**config.mk**
```make
export PLATFORM = sky130hd
export DESIGN_NAME = nrisc_loader
export DESIGN_NICKNAME = d
export VERILOG_FILES = /design/src/rtl/nrisc_loader_pkg.sv /design/src/rtl/nrisc_loader_outreg.sv /design/src/rtl/nrisc_loader.sv
export SDC_FILE = /design/constraint.sdc
export NUM_CORES = 1
export LEC_CHECK = 0
export BUFFER_PORTS_ARGS = -buffer_cell sky130_fd_sc_hd__buf_2
export CORE_ASPECT_RATIO = 0.6
export CORE_MARGIN = 2
export CORE_UTILIZATION = 50
export CTS_CLUSTER_DIAMETER = 60
export DETAILED_ROUTE_END_ITERATION = 8
export GPL_ROUTABILITY_DRIVEN = 0
export PLACE_DENSITY_LB_ADDON = 0.2
export SYNTH_ARGS = -nofsm -noshare
export SYNTH_HDL_FRONTEND = slang
export SYNTH_HIERARCHICAL = 1
export SYNTH_SLANG_ARGS = --single-unit
```
**constraint.sdc**
```tcl
create_clock -name CLK -period 2.05 [get_ports CLK]
set_input_delay 0.41 -clock CLK [delete_from_list [all_inputs] [get_ports CLK]]
set_output_delay 0.41 -clock CLK [all_outputs]
set_load 0.03 [all_outputs]
```
**src/rtl/nrisc_loader_pkg.sv**
```systemverilog
// Shared encodings and constants for the nRisc host loader.
package nrisc_loader_pkg;

    localparam int unsigned LEN_W = 9;

    localparam logic [7:0] DONE_CODE_DEF    = 8'hA5;
    localparam logic [7:0] TIMEOUT_CODE_DEF = 8'hEE;

    typedef enum logic [1:0] {
        CMD_LOADI = 2'b00,
        CMD_LOADD = 2'b01,
        CMD_RUN   = 2'b10,
        CMD_DUMP  = 2'b11
    } cmd_e;

    typedef enum logic [3:0] {
        ST_IDLE      = 4'd0,
        ST_GET_ADDR  = 4'd1,
        ST_GET_LEN   = 4'd2,
        ST_WRITE     = 4'd3,
        ST_RUN       = 4'd4,
        ST_REPORT    = 4'd5,
        ST_DUMP_RD   = 4'd6,
        ST_DUMP_WAIT = 4'd7,
        ST_DUMP_SEND = 4'd8
    } state_e;

    // A length byte of zero stands for a full 256-byte block.
    function automatic logic [LEN_W-1:0] decode_len(input logic [7:0] b);
        return (b == 8'h00) ? LEN_W'(256) : LEN_W'(b);
    endfunction

endpackage

```
**src/rtl/nrisc_loader_outreg.sv**
```systemverilog
// Single-entry valid/ready holding register for status and dump bytes.
module nrisc_loader_outreg (
    input  logic       CLK,
    input  logic       RESET,
    input  logic       load,
    input  logic [7:0] load_data,
    input  logic       ready,
    output logic [7:0] data,
    output logic       valid
);

    // Data is frozen while valid; a new load is only taken once the slot is empty.
    always_ff @(posedge CLK or negedge RESET) begin
        if (!RESET) begin
            data  <= 8'h00;
            valid <= 1'b0;
        end else if (valid) begin
            if (ready) valid <= 1'b0;
        end else if (load) begin
            data  <= load_data;
            valid <= 1'b1;
        end
    end

endmodule

```
**src/rtl/nrisc_loader.sv**
```systemverilog
// Host byte-stream loader/monitor: loads memories, runs the core until HALT, dumps data memory.
module nrisc_loader
    import nrisc_loader_pkg::*;
#(
    parameter int unsigned ADDR_W       = 8,
    parameter int unsigned HALT_TIMEOUT = 1024,
    parameter logic [7:0]  DONE_CODE    = DONE_CODE_DEF,
    parameter logic [7:0]  TIMEOUT_CODE = TIMEOUT_CODE_DEF
) (
    input  logic              CLK,
    input  logic              RESET,
    input  logic [7:0]        In_Data,
    input  logic              In_Valid,
    output logic              In_Ready,
    output logic [7:0]        Out_Data,
    output logic              Out_Valid,
    input  logic              Out_Ready,
    output logic              Inst_WE,
    output logic [ADDR_W-1:0] Inst_Addr,
    output logic [7:0]        Inst_WData,
    output logic              Data_WE,
    output logic              Data_RE,
    output logic [ADDR_W-1:0] Data_Addr,
    output logic [7:0]        Data_WData,
    input  logic [7:0]        Data_RData,
    output logic              Cpu_Reset,
    input  logic              Cpu_Halt,
    output logic              Busy,
    output logic              Err
);

    localparam int unsigned CNT_W = (HALT_TIMEOUT > 1) ? $clog2(HALT_TIMEOUT + 1) : 1;

    state_e            state_q;
    cmd_e              cmd_q;
    logic [ADDR_W-1:0] addr_q;
    logic [ADDR_W-1:0] mem_addr_q;
    logic [7:0]        wdata_q;
    logic [LEN_W-1:0]  len_q;
    logic [CNT_W-1:0]  cnt_q;

    logic       in_fire_c;
    logic       out_fire_c;
    logic       tmo_c;
    logic       load_c;
    logic [7:0] load_data_c;

    assign in_fire_c  = In_Valid & In_Ready;
    assign out_fire_c = Out_Valid & Out_Ready;
    assign tmo_c      = (HALT_TIMEOUT != 32'd0) && (cnt_q == CNT_W'(HALT_TIMEOUT));

    assign Inst_Addr  = mem_addr_q;
    assign Data_Addr  = mem_addr_q;
    assign Inst_WData = wdata_q;
    assign Data_WData = wdata_q;

    // Output slot is filled on the way into REPORT or DUMP_SEND.
    always_comb begin
        load_c      = 1'b0;
        load_data_c = Data_RData;
        if (state_q == ST_RUN && (Cpu_Halt || tmo_c)) begin
            load_c      = 1'b1;
            load_data_c = Cpu_Halt ? DONE_CODE : TIMEOUT_CODE;
        end else if (state_q == ST_DUMP_WAIT) begin
            load_c = 1'b1;
        end
    end

    nrisc_loader_outreg u_outreg (
        .CLK       (CLK),
        .RESET     (RESET),
        .load      (load_c),
        .load_data (load_data_c),
        .ready     (Out_Ready),
        .data      (Out_Data),
        .valid     (Out_Valid)
    );

    always_ff @(posedge CLK or negedge RESET) begin
        if (!RESET) begin
            state_q    <= ST_IDLE;
            cmd_q      <= CMD_LOADI;
            addr_q     <= '0;
            mem_addr_q <= '0;
            wdata_q    <= 8'h00;
            len_q      <= '0;
            cnt_q      <= '0;
            In_Ready   <= 1'b0;
            Cpu_Reset  <= 1'b1;
            Busy       <= 1'b0;
            Err        <= 1'b0;
            Inst_WE    <= 1'b0;
            Data_WE    <= 1'b0;
            Data_RE    <= 1'b0;
        end else begin
            Inst_WE <= 1'b0;
            Data_WE <= 1'b0;
            Data_RE <= 1'b0;
            case (state_q)
                ST_IDLE: begin
                    In_Ready <= 1'b1;
                    if (in_fire_c) begin
                        if (In_Data[5:0] != 6'd0) begin
                            Err <= 1'b1;
                        end else if (cmd_e'(In_Data[7:6]) == CMD_RUN) begin
                            state_q   <= ST_RUN;
                            Cpu_Reset <= 1'b0;
                            cnt_q     <= '0;
                            In_Ready  <= 1'b0;
                            Busy      <= 1'b1;
                        end else begin
                            cmd_q   <= cmd_e'(In_Data[7:6]);
                            state_q <= ST_GET_ADDR;
                            Busy    <= 1'b1;
                        end
                    end
                end
                ST_GET_ADDR: begin
                    if (in_fire_c) begin
                        addr_q  <= ADDR_W'(In_Data);
                        state_q <= ST_GET_LEN;
                    end
                end
                ST_GET_LEN: begin
                    if (in_fire_c) begin
                        len_q <= decode_len(In_Data);
                        if (cmd_q == CMD_DUMP) begin
                            state_q    <= ST_DUMP_RD;
                            In_Ready   <= 1'b0;
                            Data_RE    <= 1'b1;
                            mem_addr_q <= addr_q;
                        end else begin
                            state_q <= ST_WRITE;
                        end
                    end
                end
                // Strobe for each accepted byte lands in the following cycle.
                ST_WRITE: begin
                    if (in_fire_c) begin
                        Inst_WE    <= (cmd_q == CMD_LOADI);
                        Data_WE    <= (cmd_q == CMD_LOADD);
                        mem_addr_q <= addr_q;
                        wdata_q    <= In_Data;
                        addr_q     <= addr_q + ADDR_W'(1);
                        len_q      <= len_q - LEN_W'(1);
                        if (len_q == LEN_W'(1)) begin
                            state_q <= ST_IDLE;
                            Busy    <= 1'b0;
                        end
                    end
                end
                ST_RUN: begin
                    if (Cpu_Halt || tmo_c) begin
                        Cpu_Reset <= 1'b1;
                        state_q   <= ST_REPORT;
                        if (!Cpu_Halt) Err <= 1'b1;
                    end else begin
                        cnt_q <= cnt_q + CNT_W'(1);
                    end
                end
                ST_REPORT: begin
                    if (out_fire_c) begin
                        state_q  <= ST_IDLE;
                        In_Ready <= 1'b1;
                        Busy     <= 1'b0;
                    end
                end
                ST_DUMP_RD:   state_q <= ST_DUMP_WAIT;
                ST_DUMP_WAIT: state_q <= ST_DUMP_SEND;
                ST_DUMP_SEND: begin
                    if (out_fire_c) begin
                        addr_q <= addr_q + ADDR_W'(1);
                        len_q  <= len_q - LEN_W'(1);
                        if (len_q == LEN_W'(1)) begin
                            state_q  <= ST_IDLE;
                            In_Ready <= 1'b1;
                            Busy     <= 1'b0;
                        end else begin
                            state_q    <= ST_DUMP_RD;
                            Data_RE    <= 1'b1;
                            mem_addr_q <= addr_q + ADDR_W'(1);
                        end
                    end
                end
                default: begin
                    state_q   <= ST_IDLE;
                    In_Ready  <= 1'b1;
                    Busy      <= 1'b0;
                    Cpu_Reset <= 1'b1;
                end
            endcase
        end
    end

endmodule

```
# Yosys cells after proc, flatten, opt, wreduce, memory -nomap -nowiden
# Index checks and enable logic that the tools add are counted.
[word_totals] wordCells=155 out_inout_bits=48 inputBits=21 reg_bits=66
[classes] muxes=75 n_addsub=3 n_reduce_logical=24 eq_ne=29 bitwise_logic=8
[op_table] op="$mux 8" n=9
[op_table] op="$pmux 8 s3" n=2
[op_table] op="$mux 11" n=4
[op_table] op="$mux 4" n=9
[op_table] op="$mux 9" n=4
[op_table] op="$pmux 4 s9" n=1
[op_table] op="$mux 1" n=35
[op_table] op="$ne 2x2->1 const B" n=15
[op_table] op="$pmux 9 s3" n=1
[op_table] op="$pmux 11 s2" n=1
[op_table] op="$reduce_and 6->1" n=3
[op_table] op="$eq 4x3->1 const B" n=4
[op_table] op="$reduce_and 5->1" n=3
[op_table] op="$reduce_and 4->1" n=3
[op_table] op="$add 11x1->11 const B" n=1
[op_table] op="$eq 11x11->1 const B" n=1
[op_table] op="$pmux 1 s5" n=2
[op_table] op="$reduce_or 5->1" n=2
[op_table] op="$eq 9x1->1 const B" n=1
[op_table] op="$mux 3" n=3
[op_table] op="$reduce_and 9->1" n=1
[op_table] op="$sub 9x1->9 const B" n=1
[op_table] op="$add 8x1->8 const B" n=1
[op_table] op="$eq 4x2->1 const B" n=2
[op_table] op="20 further kinds" n=30

# Longest topological paths before layout
# Gate-level depths: netlist of the first run.
[depth] word_depth=6 mapped_depth=10 ltp_nobuf=7

# Cells and area by module
# Netlist of the first run, hierarchy kept.
[by_module_without_submodules] mod="nrisc_loader" seq_area_each_um2=1427.6 cells_each=397 area_per_inst_um2=3548.4 instances=1
[by_module_without_submodules] mod="nrisc_loader_outreg" seq_area_each_um2=225.2 cells_each=21 area_per_inst_um2=374.1 instances=1

# Least setup slack after synthesis of the first run
# No wires, ideal clock.
[synth_path] kind="reg2reg" start="register cnt_q[3]" end="register u_outreg.data[0]" period_less_slack_ns=2.094 arrival_time_ns=1.969 stages_incl_launch_ff=9 n_path_buf=2 path_slack_ns=-0.044 required_time_ns=1.925 setup_time_ns=0.125 path_cell_list="dfrtp_1 -> nor4_4 -> a41oi_4 -> nand2b_1 -> clkbuf_1 -> nand2_1 -> nor2b_2 -> buf_6 -> mux2_4"
[synth_between] elab_chain_len=5 word_cells_on_any_way=6 cone_classes="eq/ne (1); mux (2); reduce/logical (3)"
[synth_rtl] item="start: declaration" line="nrisc_loader.sv:40" source="logic [CNT_W-1:0] cnt_q;"
[synth_rtl] item="start signal: assignment" line="nrisc_loader.sv:158" source="cnt_q <= cnt_q + CNT_W'(1);"
[synth_rtl] item="$eq 11x11->1" line="nrisc_loader.sv:50" source="assign tmo_c = (HALT_TIMEOUT != 32'd0) && (cnt_q == CNT_W'(HALT_TIMEOUT));"
[synth_rtl] item="$logic_or 1x1->1" line="nrisc_loader.sv:61" source="if (state_q == ST_RUN && (Cpu_Halt || tmo_c)) begin"
[synth_rtl] item="$logic_and 1x1->1" line="nrisc_loader.sv:61"
[synth_rtl] item="$mux 1" line="nrisc_loader.sv:61"
[synth_rtl] item="net load_c" line="nrisc_loader.sv:45" source="logic load_c;"
[synth_rtl] item="$reduce_and 2->1 (no source line)"
[synth_rtl] item="end signal: assignment" line="nrisc_loader_outreg.sv:20" source="data <= load_data;"
[synth_rtl] item="end: declaration" line="nrisc_loader_outreg.sv:8" source="output logic [7:0] data,"
# The timed path passes the listed nets, and every way through them passes these cells.
# A chain may end at the register's enable or synchronous reset.

# Final worst setup path of the first run
[layout_path] start="register state_q[1]" end="register len_q[1]"
[layout_between] elab_chain_len=3 word_cells_on_any_way=9 cone_classes="eq/ne (6); mux (1); reduce/logical (2)"
[layout_rtl] item="start: declaration" line="nrisc_loader.sv:34" source="state_e state_q;"
[layout_rtl] item="start signal: assignment" line="nrisc_loader.sv:81" source="state_q <= ST_IDLE;"
[layout_rtl] item="start signal: assignment" line="nrisc_loader.sv:106" source="state_q <= ST_RUN;"
[layout_rtl] item="start signal: assignment" line="nrisc_loader.sv:113" source="state_q <= ST_GET_ADDR;"
[layout_rtl] item="$eq 4x2->1 / $eq 4x4->1 (equally long branches)" line="nrisc_loader.sv:99" source="case (state_q)"
[layout_rtl] item="$ne 2x2->1 (no source line) / $reduce_bool 3->1 (equally long branches)"
[layout_rtl] item="$reduce_and 4->1 (no source line)"
[layout_rtl] item="end signal: assignment" line="nrisc_loader.sv:126" source="len_q <= decode_len(In_Data);"
[layout_rtl] item="end signal: assignment" line="nrisc_loader.sv:145" source="len_q <= len_q - LEN_W'(1);"
[layout_rtl] item="end signal: assignment" line="nrisc_loader.sv:173" source="len_q <= len_q - LEN_W'(1);"
[layout_rtl] item="end: declaration" line="nrisc_loader.sv:39" source="logic [LEN_W-1:0] len_q;"
# Parallel ways exist; a longest one is shown, timed or not.

==> results of run 1 <==
## area by class of cell
| class | instances | area [sq um] |
|---|---|---|
| clock inverters | 2 | 35.0 |
| repair buffers | 114 | 711 |
| multi-input cells | 306 | 2030 |
| clock buffers | 13 | 270 |
| flip-flops and latches | 66 | 1650 |
| well taps | 104 | 130 |
| fillers | 633 | 2550 |
| inverters | 10 | 37.5 |
## layer usage
| metal | GRT usage | part of all wire |
|---|---|---|
| met5 | 0 | 0 |
| met4 | 0.0776 | 0.0081 |
| met3 | 0.0617 | 0.072 |
| met2 | 0.358 | 0.43 |
| met1 | 0.351 | 0.49 |
## where the power goes
group	leakage (nW)	switching [W]	total [W]	internal (W)
Sequential	0.812	0.000478	0.00228	0.00181
Clock	0.152	0.000537	0.00157	0.00103
Combinational	1.27	0.00245	0.00408	0.00163
## final timing paths
path / endpoint / slack [ns] / cells past startpoint
worst max-delay path: len_q[1] / 0.12 / 7
worst min-delay path: Data_WData[4] / 0.08 / 2
worst max register to register: len_q[1] / 0.12 / 7
worst min register to register: Err / 0.46 / 1
max in group asynchronous: Cpu_Reset / 1.65 / 2
min in group CLK: u_outreg/valid / 0.28 / 2
## synth_stat cells (all sizes together) (2+ instances only)
| cell type | number |
|---|---|
| nand3 | 14 |
| or3b | 2 |
| a41oi | 4 |
| nand4b | 2 |
| dfrtp | 65 |
| nor2 | 31 |
| inv | 10 |
| nand3b | 2 |
| nor4 | 6 |
| o21ai | 40 |
| clkbuf | 6 |
| a211o | 4 |
| mux2 | 20 |
| o32ai | 2 |
| xnor2 | 2 |
| o31ai | 2 |
| nor3 | 14 |
| mux2i | 2 |
| o21a | 4 |
| o211ai | 2 |
| nand4 | 5 |
| o22ai | 2 |
| a21oi | 25 |
| a21o | 8 |
| a31oi | 15 |
| buf | 30 |
| nor2b | 6 |
| xor2 | 6 |
| ha | 5 |
| nand2b | 5 |
| or2 | 2 |
| and3 | 5 |
| nand2 | 50 |
| and2 | 7 |
## sequential cells by signal, summed over array words and instances, names as in the netlist
name / cells
Err: 1
cmd_q: 2
u_outreg/valid: 1
Data_WE: 1
Data_Addr: 8
cnt_q: 11
Data_WData: 8
In_Ready: 1
Data_RE: 1
Busy: 1
len_q: 9
addr_q: 8
u_outreg/data: 8
Cpu_Reset: 1
state_q: 4
Inst_WE: 1
## critical path, cell delays in order (launching register included)
cell and delay (ns):
dfrtp_1 0.44, or3b_1 0.45, a21oi_1 0.26, o21ai_2 0.21, buf_4 0.19, buf_4 0.13, nand2_1 0.06, o21ai_1 0.06
## metrics by stage
step                instance area, sq um  worst slack [ns]  total power [W]  hold WS (ns)
floorplan                           3920          0.000320          0.00527         0.114
global placement                    4540            -0.105          0.00621         0.457
detailed placement                  4540            -0.156          0.00635         0.458
CTS                                 4850            0.0360          0.00795         0.101
global route                        4860            0.0280          0.00842         0.124
finish                              4860             0.121          0.00793        0.0830
## what timing repair did
action                                  in CTS  in global routing
endpoints found under the setup margin       0                  8
buffers inserted                             0                  0
resized for setup                            0                  4
## logic make-up (layout without fill, tap and decap cells)
kind of cell    count (synthesis)  after routing  synth area share
simple gates                  155            155             0.214
compound gates                116            116             0.191
buf+inv                        46            139            0.0660
flops                          66             66             0.421
xor+xnor                        8              8            0.0179
fa+ha+maj                       5              5            0.0159
mux                            22             22            0.0730
==> reports/metrics.csv, run 1 <==
stage,metric,value,unit
layout,fin nets,533,
floorplan,core region area,7420,sq um
synthesis,"Seq/Total Area, Yosys",0.421,
layout,share of layout cells above drive strength 1,0.333,
timing,setup_tns,0,ns
routing,WL final,9850,microns
layout,Inserted Diodes,0,
floorplan,# rows,24,
routing,drt first pass iters,4,
pwr,VDD IR-drop max,0.993,mV
cts,CTS tree,yes,
worst_setup_path,"Arr. time, crit path",2.15,ns
routing,Via density,5.65,
routing,drt wl/cell,16.0,microns
layout,Syn-to-layout area delta,24.0,%
timing,fin crit share,0.941,
worst_setup_path,Worst setup SP type,flop,
synthesis,Yosys reg bits,66,
run,max cap viols,0,
placement,DP HPWL,7320,microns
routing,Initial DRC Count,323,
timing,min Tclk post-route,1.93,ns
synthesis,Synth area leader,dfrtp_1,
cts,Num CTS Buffers,9,
timing,slew margin rel.,0.576,
timing,Fin Clk Skew,0.00590,ns
synthesis,"Net Count, Synth",444,
synthesis,syn_area_per_cell,9.38,sq um
run_status,status,finished clean,
floorplan,Die Y,72.6,microns
layout,Non-Filler Instances,615,
timing,RSZ-0062 raised after global routing,false,
floorplan,Starting Density,0.529,
min_path,Hold/Removal Path Class,in -> async,
grt,Global Route Usage Sum,0.242,
worst_setup_path,r2r startpoint,state_q[1],
grt,first-pass GRT wire length,16200,microns
floorplan,IO Count,69,
synthesis,synthesized cell area,3920,sq um
synthesis,Post-synth ARST share,1.00,
grt,initial antenna violation count,0,
layout,"commonest non-fill, non-tap cell in the layout",buf_2,
worst_setup_path,CP required,2.27,ns
placement,placed instance count,600,
floorplan,Die X,118,microns
synthesis,Post-synth EDFFs,0,
placement,PortBufs,68,
layout,final core occ,0.656,
worst_setup_path,Worst Setup SP,state_q[1],
timing,Fin. Hold Viols,0,
cts,clock root cell,clkbuf_16,
pwr,pwr/cell area,1630,nW/um^2
synthesis,post-synth top area share,0.415,
synthesis,Synth area leaders,"dfrtp_1, nand2_1, mux2_4",
cts,hold buffers post-CTS,0,
routing,DRT antenna net count,0,
grt,vias in the first global route,3260,
grt,total gr overflow,0,
synthesis,most common flop cell mapped by yosys,dfrtp_1,
cts,clk sinks,66,
floorplan,Die ar.,8590,sq um
cts,H-tree depth,3,
cts,Clock Path Buffers,2,
worst_setup_path,critical path endpoint category,flop,
routing,via count,3473,
routing,drt drc,0,
synthesis,Synth warnings,6,
layout,"commonest cells after routing, fill and taps aside","buf_2, dfrtp_1, nand2_1",
synthesis,Mapped Cells,418,
cts,clock latency at the later pin of the worst-skew pair,0.33,ns
timing,Least-Margin Pin Slew,0.631,ns
synthesis,Synth cell types,64,
cts,"CTS clk-pin slew, worst paths",0.05,ns
worst_setup_path,WS Path Type,reg -> reg,
timing,endpoints failing setup,0,
grt,largest net degree at the start of global routing,67,
timing,Final Max Slew Viols,0,
timing,fmax,518,MHz
worst_setup_path,maximum fanout along the worst path,12,
pwr,Leakage Power,2.24,nW
(Power assumes the default switching activity.)
==> inputs of run 2 (changes only) <==
--- a/config.mk
+++ b/config.mk
@@ -12,6 +12,7 @@
 export CTS_CLUSTER_DIAMETER = 60
 export DETAILED_ROUTE_END_ITERATION = 8
 export GPL_ROUTABILITY_DRIVEN = 0
+export MAX_ROUTING_LAYER = met4
 export PLACE_DENSITY_LB_ADDON = 0.2
 export SYNTH_ARGS = -nofsm -noshare
 export SYNTH_HDL_FRONTEND = slang
==> run 2 against run 1 <==
Compared with the run above:
- hold slack gained 0.0096 ns
- maximum frequency down 0.46%
- sequential cell count is the same
- via count is 0.49% higher
- clock-buffer cell count did not move
- largest power group unchanged
- cell area is the same
- critical path type unchanged
==> reports/metrics.csv, run 2 (synthesis results as in run 1) <==
stage,metric,value,unit,change
run_status,status,finished clean,,
layout,max FFs per register,11,,unchanged
layout,Inserted Diodes,0,,unchanged
worst_setup_path,"Arr. time, crit path",2.16,ns,about the same
routing,DRT antenna net count,0,,unchanged
cts,post-CTS repair timing setup buffer count,0,,unchanged
routing,drt first pass iters,6,,+2
timing,Fin Clk Skew,0.00607,ns,+0.000166 ns
layout,fin nets,533,,unchanged
pwr,pwr/cell area,1630,nW/um^2,about the same
routing,Via density,5.67,,+0.49%
worst_setup_path,Worst setup SP type,flop,,
layout,share of layout cells above drive strength 1,0.333,,unchanged
routing,WL final,9830,microns,-0.19%
floorplan,Die X,118,microns,unchanged
routing,Initial DRC Count,363,,+12%
pwr,Leakage Power,2.24,nW,unchanged
cts,clock latency at the later pin of the worst-skew pair,0.33,ns,about the same
cts,"CTS clk-pin slew, worst paths",0.05,ns,about the same
layout,Biggest register,cnt_q,,
timing,final worst slack,0.112,ns,-0.00882 ns
layout,FF/Latch Area,1650,sq um,unchanged
timing,min Tclk post-route,1.94,ns,+0.00882 ns
cts,clk sinks,66,,unchanged
run,max cap viols,0,,unchanged
floorplan,Die Y,72.6,microns,unchanged
floorplan,core region area,7420,sq um,unchanged
grt,initial antenna violation count,0,,unchanged
grt,Global Route Usage Sum,0.250,,+0.00784
layout,Syn-to-layout area delta,24.0,%,unchanged
cts,post_cts resized,0,,unchanged
timing,Hold Slack,0.0926,ns,+0.00962 ns
timing,Fin. Hold Viols,0,,unchanged
floorplan,Starting Density,0.529,,unchanged
placement,DP HPWL,7320,microns,unchanged
layout,Fillers,633,,unchanged
layout,top flop regs,"cnt_q: 11 flops, len_q: 9 flops",,
grt,GR peak layer,met2,,
routing,via count,3490,,+0.49%
placement,PortBufs,68,,unchanged
cts,Num CTS Buffers,9,,unchanged
timing,slew margin rel.,0.564,,-0.0121
layout,"commonest cells after routing, fill and taps aside","buf_2, dfrtp_1, nand2_1",,
cts,Clock Path Buffers,2,,unchanged
worst_setup_path,maximum fanout along the worst path,12,,unchanged
grt,largest net degree at the start of global routing,67,,unchanged
pwr,VDD IR-drop max,0.990,mV,-0.32%
timing,endpoints failing setup,0,,unchanged
worst_setup_path,WS Path Type,reg -> reg,,
floorplan,# rows,24,,unchanged
min_path,Hold/Removal Path Class,in -> async,,
grt,met3 GRT Util,0.0602,,-0.00156
layout,"commonest non-fill, non-tap cell in the layout",buf_2,,
cts,H-tree depth,3,,unchanged
grt,first-pass GRT wire length,16200,microns,about the same
layout,area occupied by multi-input gates,2030,sq um,unchanged
worst_setup_path,CP required,2.27,ns,about the same
placement,dpl ws,-0.156,ns,unchanged
worst_setup_path,critical path endpoint category,flop,,
floorplan,Die ar.,8590,sq um,unchanged
grt,total gr overflow,0,,unchanged
timing,RSZ-0062 raised after global routing,false,,
cts,clock root cell,clkbuf_16,,
routing,drt drc,0,,unchanged
timing,Final Max Slew Viols,0,,unchanged
cts,CTS tree,yes,,
grt,vias in the first global route,3255,,-0.15%
timing,fmax,516,MHz,-0.46%
cts,hold buffers post-CTS,0,,unchanged
grt,M2 GR Usage,0.358,,-0.000642
floorplan,IO Count,69,,unchanged
timing,fin crit share,0.945,,+0.00430
timing,Least-Margin Pin Slew,0.649,ns,+0.0180 ns
grt,met1 GRT Util,0.353,,+0.00201
routing,drt wl/cell,16.0,microns,-0.19%
## run 2: worst max-delay path, cell delays in order (launching register included)
cell	delay, ns
dfrtp_1	0.45
or3b_1	0.45
a21oi_1	0.26
o21ai_2	0.21
buf_4	0.19
buf_4	0.13
nand2_1	0.06
o21ai_1	0.06
## run 2: layout make-up
class                   count  share of cell area
inverters                  10             0.00772
clock inverters             2             0.00720
clock buffers              13              0.0556
multi-input cells         306               0.417
well taps                 104              0.0268
repair buffers            114               0.146
flip-flops and latches     66               0.340
## run 2: per-layer routing
| layer | share of wire | up-vias |
|---|---|---|
| li1 | - | 1683 |
| met1 | 0.49 | 1651 |
| met2 | 0.43 | 150 |
| met3 | 0.077 | 6 |
| met4 | 0.0079 | 0 |
| met5 | 0 | - |
## run 2: report_power, final
part           leakage (nW)  switching, W  total, W  internal [W]
Combinational          1.27       0.00244   0.00408       0.00163
Sequential            0.812      0.000479   0.00228       0.00181
Clock                 0.152      0.000537   0.00157       0.00103
## run 2: path summary, 6_finish.rpt
kind,from,endpoint,slack (ns),cells after the start
max in group asynchronous,RESET,Cpu_Reset,1.64,2
max reg2reg,state_q[1],len_q[1],0.11,7
min in group CLK,Out_Ready,u_outreg/valid,0.28,2
max,state_q[1],len_q[1],0.11,7
min reg2reg,Err,Err,0.47,1
min,RESET,Data_WData[4],0.09,2
## run 2: stage by stage
stage	std cells	power (W)	area, sq um	TNS [ns]	utilization
detailed placement	600	0.00635	4540	-0.923	0.612
global placement	600	0.00621	4540	-0.636	0.612
CTS	615	0.00795	4850	0	0.654
global route	615	0.00842	4860	0	0.656
finish	615	0.00793	4860	0	0.656
floorplan	418	0.00527	3920	0	-
